$ cat src/rtl/dem_element_decoder.sv
// DEM-DAC unit-element receive monitor: popcount decode, reference compare,
// per-element usage statistics and max-min spread.
module dem_element_decoder #(
  parameter int NUM_ELEM   = 16,
  parameter int CODE_WIDTH = 5,
  parameter int CNT_WIDTH  = 16
) (
  input  logic                        clk_i,
  input  logic                        reset_i,
  input  logic                        valid_i,
  input  logic [NUM_ELEM-1:0]         elem_i,
  input  logic [CODE_WIDTH-1:0]       ref_i,
  input  logic                        clear_i,
  input  logic [$clog2(NUM_ELEM)-1:0] cnt_sel_i,
  output logic                        valid_o,
  output logic [CODE_WIDTH-1:0]       code_o,
  output logic                        mismatch_o,
  output logic [CNT_WIDTH-1:0]        err_cnt_o,
  output logic [CNT_WIDTH-1:0]        usage_o,
  output logic [CNT_WIDTH-1:0]        spread_o,
  output logic                        sat_o
);

  localparam int N2 = 1 << $clog2(NUM_ELEM);

  typedef logic [CNT_WIDTH-1:0] cnt_t;

  logic                  s1_valid_q;
  logic [NUM_ELEM-1:0]   s1_elem_q;
  logic [CODE_WIDTH-1:0] s1_ref_q;

  logic                  valid_q;
  logic                  mismatch_q, mismatch_d;
  logic [CODE_WIDTH-1:0] code_q, code_d;

  cnt_t cnt_q [NUM_ELEM];
  cnt_t cnt_d [NUM_ELEM];
  cnt_t err_q, err_d;
  cnt_t spread_q, spread_d;
  logic sat_q, sat_d;

  cnt_t mx [2*N2-1];
  cnt_t mn [2*N2-1];

  always_comb begin
    code_d = '0;
    for (int k = 0; k < NUM_ELEM; k++)
      code_d = code_d + CODE_WIDTH'(s1_elem_q[k]);
    mismatch_d = s1_valid_q && (code_d != s1_ref_q);
  end

  // Clear overrides the increment of the sample reaching stage 2
  always_comb begin
    err_d = err_q;
    sat_d = sat_q;
    for (int k = 0; k < NUM_ELEM; k++) begin
      cnt_d[k] = cnt_q[k];
      if (s1_valid_q && s1_elem_q[k] && cnt_q[k] != '1)
        cnt_d[k] = cnt_q[k] + cnt_t'(1);
      if (cnt_d[k] == '1)
        sat_d = 1'b1;
    end
    if (mismatch_d && err_q != '1)
      err_d = err_q + cnt_t'(1);
    if (clear_i) begin
      for (int k = 0; k < NUM_ELEM; k++)
        cnt_d[k] = '0;
      err_d = '0;
      sat_d = 1'b0;
    end
  end

  // Heap-ordered max/min tree; unused leaves mirror element 0
  always_comb begin
    for (int k = 0; k < N2; k++) begin
      mx[N2-1+k] = cnt_q[(k < NUM_ELEM) ? k : 0];
      mn[N2-1+k] = cnt_q[(k < NUM_ELEM) ? k : 0];
    end
    for (int i = N2 - 2; i >= 0; i--) begin
      mx[i] = (mx[2*i+1] > mx[2*i+2]) ? mx[2*i+1] : mx[2*i+2];
      mn[i] = (mn[2*i+1] < mn[2*i+2]) ? mn[2*i+1] : mn[2*i+2];
    end
    spread_d = mx[0] - mn[0];
  end

  always_ff @(posedge clk_i or posedge reset_i) begin
    if (reset_i) begin
      s1_valid_q <= 1'b0;
      s1_elem_q  <= '0;
      s1_ref_q   <= '0;
      valid_q    <= 1'b0;
      mismatch_q <= 1'b0;
      code_q     <= '0;
      for (int k = 0; k < NUM_ELEM; k++)
        cnt_q[k] <= '0;
      err_q      <= '0;
      spread_q   <= '0;
      sat_q      <= 1'b0;
    end else begin
      s1_valid_q <= valid_i;
      if (valid_i) begin
        s1_elem_q <= elem_i;
        s1_ref_q  <= ref_i;
      end
      valid_q    <= s1_valid_q;
      mismatch_q <= mismatch_d;
      if (s1_valid_q)
        code_q <= code_d;
      for (int k = 0; k < NUM_ELEM; k++)
        cnt_q[k] <= cnt_d[k];
      err_q    <= err_d;
      spread_q <= spread_d;
      sat_q    <= sat_d;
    end
  end

  assign valid_o    = valid_q;
  assign code_o     = code_q;
  assign mismatch_o = mismatch_q;
  assign err_cnt_o  = err_q;
  assign usage_o    = cnt_q[cnt_sel_i];
  assign spread_o   = spread_q;
  assign sat_o      = sat_q;

endmodule

$ cat config.mk
export PLATFORM = sky130hd
export DESIGN_NAME = dem_element_decoder
export DESIGN_NICKNAME = d
export VERILOG_FILES = /design/src/rtl/dem_element_decoder.sv
export SDC_FILE = /design/constraint.sdc
export NUM_CORES = 2
export LEC_CHECK = 0
export ABC_AREA = 1
export BUFFER_PORTS_ARGS = -buffer_cell sky130_fd_sc_hd__buf_2
export CORE_ASPECT_RATIO = 1.75
export CORE_MARGIN = 2
export CORE_UTILIZATION = 60
export DETAILED_ROUTE_END_ITERATION = 7
export GPL_TIMING_DRIVEN = 1
export PLACE_DENSITY = 0.76
export SETUP_SLACK_MARGIN = 0.3
export SKIP_CTS_REPAIR_TIMING = 1
export SLEW_MARGIN = 30
export SYNTH_ARGS = -nofsm -noshare
export SYNTH_HDL_FRONTEND = slang
export SYNTH_SLANG_ARGS = --single-unit
$ cat constraint.sdc
create_clock -name clk_i -period 10.7 [get_ports clk_i]
set_input_delay 0.535 -clock clk_i [delete_from_list [all_inputs] [get_ports clk_i]]
set_output_delay 0.535 -clock clk_i [all_outputs]
set_load 0.005 [all_outputs]
# Word-level counts from Yosys, hierarchy flattened
# Cells that the tools add are included.
classes:
  n_shift: 0
  n_mux: 69
  magnitude_cmp: 31
  reduce_logical: 36
  n_addsub: 33
  multipliers: 0
  n_eq_ne: 34
  n_bitwise: 1
  n_div: 0
ops:
  columns: ["op", "count"]
  rows:
  - ["$mux W16", 50]
  - ["$add A16 B1 Y16 const B", 17]
  - ["$ne A16 B16 Y1 const B", 17]
  - ["$eq A16 B16 Y1 const B", 16]
  - ["$mux W256", 1]
  - ["$gt A16 B16 Y1", 15]
  - ["$lt A16 B16 Y1", 15]
  - ["$bmux W16 S4", 1]
  - ["$add A5 B1 Y5", 11]
  - ["$logic_and A1 B1 Y1", 34]
  - ["$mux W1", 17]
  - ["$reduce_bool A17 Y1", 1]
  - ["$sub A16 B16 Y16", 1]
  - ["$add A4 B1 Y5", 1]
  - ["$ge A5 B5 Y1 const B", 1]
  - ["$ne A5 B5 Y1", 1]
  - ["$not A4 Y5", 1]
  - ["$add A3 B1 Y4", 1]
  - ["$add A2 B1 Y3", 1]
  - ["$add A1 B1 Y2", 1]
  - ["$reduce_bool A2 Y1", 1]
word_totals:
  mem_count: 0
  ram_bits: 0
  output_inout_bits: 56
  latch_bits: 0
  wordCells: 229
  romBits: 0
  inputBits: 29
  reg_bits: 318

# Logic depth before layout (Yosys ltp)
depth:
  depth_word: 21
  depth_mapped: 81
  depth_no_buf: 77

# Least setup slack after synthesis
# No wires, ideal clock.
synth_timing:
  path_kind: "register to register"
  start: "register cnt_q[135] (netlist name)"
  end: "register spread_q[15] (netlist: spread_o[15])"
  path_stages_with_launch: 63
  t_arrival_ns: 9.162
  setup_slack_ns: 1.421
  setup_time_ns: 0.117
  synth_period_minus_slack_ns: 9.279
  t_required_ns: 10.583
  path_cell_list: "dfrtp_1 > clkinv_1 > ha_1 > a21o_1 > nor2_1 > nand2_1 > nand2_1 > nand2_1 > nand2_1 > clkbuf_1 > clkbuf_1 > nand2_1 > o21ai_0 > ha_1 > nand2_1 > nor2_1 > a31oi_1 > o221ai_1 > [27 not listed] > o21bai_1 > a21oi_1 > o21bai_1 > a21oi_1 > o21bai_1 > a21oi_1 > o21bai_1 > nand3_1 > nand2_1 > a21oi_1 > inv_1 > a21oi_1 > inv_1 > nand2_1 > nand2_1 > inv_2 > nand3_1 > nand2_1"
synth_between:
  elab_chain_cells: 9
synth_lines:
  columns: ["item", "line", "source"]
  rows:
  - ["start: declaration", "36", "cnt_t cnt_q [NUM_ELEM];"]
  - ["start signal: indexed assignment", "110", "cnt_q[k] <= cnt_d[k];"]
  - ["$gt A16 B16 Y1 / $lt A16 B16 Y1 (equally long branches)", "80, 81", null]
  - ["$mux W16 (on tied branches)", "80, 81", null]
  - ["$gt A16 B16 Y1 / $lt A16 B16 Y1 (equally long branches)", "80, 81", null]
  - ["$mux W16 (on tied branches)", "80, 81", null]
  - ["$gt A16 B16 Y1 / $lt A16 B16 Y1 (equally long branches)", "80, 81", null]
  - ["$mux W16 (on tied branches)", "80, 81", null]
  - ["$gt A16 B16 Y1 / $lt A16 B16 Y1 (equally long branches)", "80, 81", null]
  - ["$mux W16 (on tied branches)", "80, 81", null]
  - ["$sub A16 B16 Y16 (*)", "83", "spread_d = mx[0] - mn[0];"]
  - ["named net spread_d[15]", "39", "cnt_t spread_q, spread_d;"]
  - ["end signal: assignment", "112", "spread_q <= spread_d;"]
  - ["end: declaration", "39", null]
# Mark *: on every way through the listed nets, which the timed path passes. The rest lies on a longest branch.
# A chain may end at the register's enable or synchronous reset.

# Worst setup path after layout
layout_timing:
  start: "register cnt_q[240] (netlist name)"
  end: "register spread_q[15] (netlist: spread_o[15])"
# Same word-level chain as after synthesis.

==> run_summary.xml <==
<?xml version="1.0" encoding="UTF-8"?>
<metrics>
  <group name="die">
    <metric name="core" unit="um^2">52400</metric>
    <metric name="chipWidth" unit="um">178</metric>
    <metric name="floorplan.die.height" unit="um">308</metric>
    <metric name="initial_core_utilization" unit="%">60.5</metric>
    <metric name="die-area" unit="um^2">54700</metric>
    <metric name="design.portCount" unit="">85</metric>
    <metric name="fp-row-count" unit="">111</metric>
  </group>
  <group name="power">
    <metric name="power_density" unit="nW/um^2">218</metric>
    <metric name="vdd_drop_max" unit="mV">0.342</metric>
    <metric name="power.combinational.fraction" unit="%">65.4</metric>
    <metric name="power.static_leakage" unit="nW">16.1</metric>
    <metric name="switching_share" unit="%">50.6</metric>
    <metric name="totalPowerFinal" unit="mW">7.57</metric>
    <metric name="clockPowerShare" unit="%">16.4</metric>
    <metric name="internal_power" unit="mW">3.74</metric>
    <metric name="switchingPower" unit="mW">3.83</metric>
    <metric name="seqPwrFrac" unit="%">18.2</metric>
  </group>
  <group name="worst_setup_path">
    <metric name="critPathSlowestCell" unit="">sky130_fd_sc_hd__dfrtp_1</metric>
    <metric name="rr_worst_depth" unit="">66</metric>
    <metric name="end_kind" unit="">flop</metric>
    <metric name="path_max_fanout" unit="">22</metric>
    <metric name="worst_ep_required_time" unit="ps">11170</metric>
    <metric name="critical_path.most_common_cell" unit="">sky130_fd_sc_hd__nand2_1</metric>
    <metric name="worst_path_largest_cell_delay" unit="ps">510</metric>
    <metric name="timing.critical_path.arrival" unit="ps">10200</metric>
    <metric name="cp-start-kind" unit="">flop</metric>
    <metric name="critical_path_depth" unit="">66</metric>
    <metric name="timing.critical_path.buf_inv" unit="">10</metric>
    <metric name="timing.critical_path.max_delay_family" unit="">compound AO/OA/AOI/OAI gates</metric>
    <metric name="timing_worst_setup_path_type" unit="">reg -&gt; reg</metric>
  </group>
  <group name="synthesis">
    <metric name="synthSimpleGateAreaFrac" unit="%">26.9</metric>
    <metric name="synth.cell_area" unit="um^2">31700</metric>
    <metric name="multiplexer_area_fraction_after_synthesis" unit="%">0.426</metric>
    <metric name="synth-edff-count" unit="">0</metric>
    <metric name="post_synthesis_xor_xnor_area_fraction" unit="%">6.66</metric>
    <metric name="synth_compound_area_share" unit="%">17.6</metric>
    <metric name="ys_async_rst_share" unit="%">100</metric>
    <metric name="yosys.area_share.adder" unit="%">15.5</metric>
    <metric name="synthesis.nets" unit="">5100</metric>
    <metric name="ys_dominant_reg_cell" unit="">sky130_fd_sc_hd__dfrtp_1</metric>
    <metric name="syn_inst" unit="">4685</metric>
    <metric name="avgSynthCellArea" unit="um^2">6.76</metric>
    <metric name="yosys.cell_types.count" unit="">52</metric>
    <metric name="synthesis.yosys.warnings" unit="">0</metric>
    <metric name="largest_family_of_logic_cells_by_synthesized_area" unit="">simple AND/OR/NAND/NOR gates</metric>
    <metric name="synth_seq_area_share" unit="%">25.1</metric>
    <metric name="synth.ff_latch_count" unit="">318</metric>
  </group>
  <group name="clock_network">
    <metric name="clock_buffer_count_from_cts" unit="">35</metric>
    <metric name="htreeDepth" unit="">2</metric>
    <metric name="clk_pin_slew" unit="ps">70</metric>
    <metric name="tritoncts" unit="">built</metric>
    <metric name="cts_num_sinks" unit="">318</metric>
    <metric name="clk_latency" unit="ps">600</metric>
    <metric name="cts_max_path_buffers" unit="">3</metric>
    <metric name="clk_root_buffer_cell" unit="">sky130_fd_sc_hd__clkbuf_16</metric>
  </group>
  <group name="detailed_routing">
    <metric name="via_per_inst" unit="">6.19</metric>
    <metric name="drt.antenna.violating_nets" unit="">0</metric>
    <metric name="drcViolationCount" unit="">0</metric>
    <metric name="totalWireLength" unit="um">130000</metric>
    <metric name="detailedRoute.firstPassIterationCount" unit="">6</metric>
    <metric name="via_count" unit="">33700</metric>
    <metric name="detailed_router_s_first_iteration_violation_count" unit="">3266</metric>
    <metric name="post_drt_wl_per_cell" unit="um">23.9</metric>
  </group>
  <group name="outcome">
    <metric name="run_status" unit="">complete, no violations</metric>
  </group>
  <group name="global_route">
    <metric name="grt-ovfl-total" unit="">0</metric>
    <metric name="grt_max_degree" unit="">180</metric>
    <metric name="number_of_global_route_vias_before_repair" unit="">32200</metric>
    <metric name="antenna_found_initial" unit="">6</metric>
    <metric name="grt.total_usage" unit="%">48.4</metric>
    <metric name="grt_first_pass_wirelength" unit="um">195000</metric>
  </group>
  <group name="sta">
    <metric name="hold_viol" unit="">0</metric>
    <metric name="setup_viol" unit="">0</metric>
    <metric name="tns" unit="ps">0</metric>
    <metric name="slew_headroom" unit="%">28.9</metric>
    <metric name="hold_slack" unit="ps">30.9</metric>
    <metric name="rsz0062_at_grt" unit="">false</metric>
    <metric name="min_period" unit="ps">9740</metric>
    <metric name="final-max-slew-violation-count" unit="">0</metric>
    <metric name="worst-slew-pin-transition" unit="ps">1060</metric>
    <metric name="worst_clock_skew" unit="ps">38.1</metric>
    <metric name="min_period_over_period" unit="%">91.0</metric>
    <metric name="clock.fmax" unit="MHz">103</metric>
  </group>
  <group name="layout">
    <metric name="layout-drive-gt1-share" unit="%">7.94</metric>
    <metric name="final_cell_area" unit="um^2">34700</metric>
    <metric name="finalNonFillerCells" unit="">5454</metric>
    <metric name="nNetsFinal" unit="">5163</metric>
    <metric name="area.growth.synth_to_final" unit="%">9.43</metric>
  </group>
  <group name="min_path">
    <metric name="hold_path_class" unit="">in -&gt; async</metric>
  </group>
  <group name="job">
    <metric name="max_cap_viol_count" unit="">0</metric>
  </group>
  <group name="placed_design">
    <metric name="port_buffers" unit="">84</metric>
    <metric name="detailed_place_hpwl" unit="um">99200</metric>
    <metric name="gp_routability_congestion" unit="">1.11</metric>
    <metric name="dpl.cell_count" unit="">5369</metric>
    <metric name="place_area" unit="um^2">33100</metric>
  </group>
</metrics>
[path summary, 6_finish.rpt]
| check | start | end | slack (ps) |
|---|---|---|---|
| max | cnt_q[240]$_DFF_PP0_ | spread_o[15]$_DFF_PP0_ | 960 |
| min | reset_i | err_cnt_o[8]$_DFFE_PP0P_ | 30 |
| max reg2reg | cnt_q[240]$_DFF_PP0_ | spread_o[15]$_DFF_PP0_ | 960 |
| min reg2reg | code_o[0]$_DFFE_PP0P_ | code_o[0]$_DFFE_PP0P_ | 470 |
| max in group asynchronous | reset_i | cnt_q[206]$_DFF_PP0_ | 8600 |
| min in group clk_i | ref_i[2] | s1_ref_q[2]$_DFFE_PP0P_ | 160 |
[registers in the layout, indices dropped and copies added, names as in the netlist]
signal,flops
sat_o,1
err_cnt_o,16
s1_valid_q,1
valid_o,1
s1_elem_q,16
s1_ref_q,5
cnt_q,256
mismatch_o,1
code_o,5
spread_o,16
[cell usage in the layout, fill, tap and decap left out, types with 5 or more instances in the layout]
cell and n:
sky130_fd_sc_hd__o21ai_4 6, sky130_fd_sc_hd__mux2_2 12, sky130_fd_sc_hd__o221a_2 9, sky130_fd_sc_hd__ha_1 375, sky130_fd_sc_hd__dfrtp_1 314, sky130_fd_sc_hd__o21bai_1 5, sky130_fd_sc_hd__o221ai_1 32, sky130_fd_sc_hd__a21oi_1 277
sky130_fd_sc_hd__nor3_1 128, sky130_fd_sc_hd__o21ai_1 92, sky130_fd_sc_hd__clkbuf_16 35, sky130_fd_sc_hd__xor2_1 226, sky130_fd_sc_hd__clkinvlp_4 9, sky130_fd_sc_hd__a211oi_1 24, sky130_fd_sc_hd__nor4_1 98, sky130_fd_sc_hd__nand3b_1 5
sky130_fd_sc_hd__nand3_1 104, sky130_fd_sc_hd__nand4_1 69, sky130_fd_sc_hd__nand2_1 1122, sky130_fd_sc_hd__inv_2 8, sky130_fd_sc_hd__buf_2 81, sky130_fd_sc_hd__o21ai_0 539, sky130_fd_sc_hd__buf_6 6, sky130_fd_sc_hd__nor3_2 6
sky130_fd_sc_hd__inv_1 451, sky130_fd_sc_hd__buf_4 105, sky130_fd_sc_hd__clkinv_1 5, sky130_fd_sc_hd__clkinv_2 7, sky130_fd_sc_hd__nand2_2 16, sky130_fd_sc_hd__clkbuf_8 5, sky130_fd_sc_hd__xnor2_1 15, sky130_fd_sc_hd__o21ai_2 22
sky130_fd_sc_hd__o21a_1 5, sky130_fd_sc_hd__a31oi_1 6, sky130_fd_sc_hd__fa_1 11, sky130_fd_sc_hd__nor2_1 457
[synth_stat cells (all sizes together) (15+ instances only)]
library cell / n / area share [%]
nand3: 105 / 1.7
a21oi: 280 / 4.4
inv: 465 / 5.5
nor2: 460 / 5.5
dfrtp: 318 / 25
nor4: 102 / 2.0
nor3: 134 / 2.2
ha: 375 / 15
nand2: 1144 / 14
xnor2: 15 / 0.41
buf: 19 / 0.32
clkbuf: 158 / 1.9
a211oi: 25 / 0.59
o21ai: 659 / 11
xor2: 226 / 6.2
o221ai: 32 / 0.88
nand4: 69 / 1.4
[layout make-up]
type | count | area, um^2
antenna | 4 | 10.0
clock buffer | 42 | 942
clock inverter | 19 | 176
fill | 4846 | 17700
inverter | 472 | 1810
multi-input combinational | 3720 | 21600
sequential | 318 | 7960
tap | 678 | 848
timing repair buffer | 200 | 1370
timing repair inverter | 1 | 7.51
[cells by family (layout without fill, tap and decap cells)]
group	after synthesis	count (layout)
and+or+nand+nor	2039	2041
xor gates and xnor gates	241	241
adders and majority gates	386	386
DFF	318	318
muxes	12	12
other	0	4
AOI/OAI and AO/OA	1040	1040
buffers and inverters	649	734
[metrics by stage]
stage	util [%]	setup WS [ps]
floorplan	-	1370
global placement	63.1	675
detailed placement	63.1	396
CTS	65.3	344
global route	66.2	160
finish	66.2	963
[power by group through the flow]
stage | sequential, mW | combinational (mW) | clock, mW
6_report | 1.38 | 4.95 | 1.24
2_1_floorplan | 1.39 | 3.37 | 0
5_1_grt | 1.38 | 5.52 | 1.29
4_1_cts | 1.38 | 4.72 | 1.24
3_3_place_gp | 1.40 | 4.62 | 0
3_5_place_dp | 1.40 | 4.69 | 0
[routing by layer]
metal / vias up / share of wire, % / track usage (%)
met2: 1671 / 45 / 75.2
li1: 15900 / - / -
met3: 729 / 9.7 / 17.6
met1: 15500 / 32 / 47.2
met5: - / 0.081 / 0.648
met4: 8 / 14 / 51.9
(Power assumes the default switching activity.)
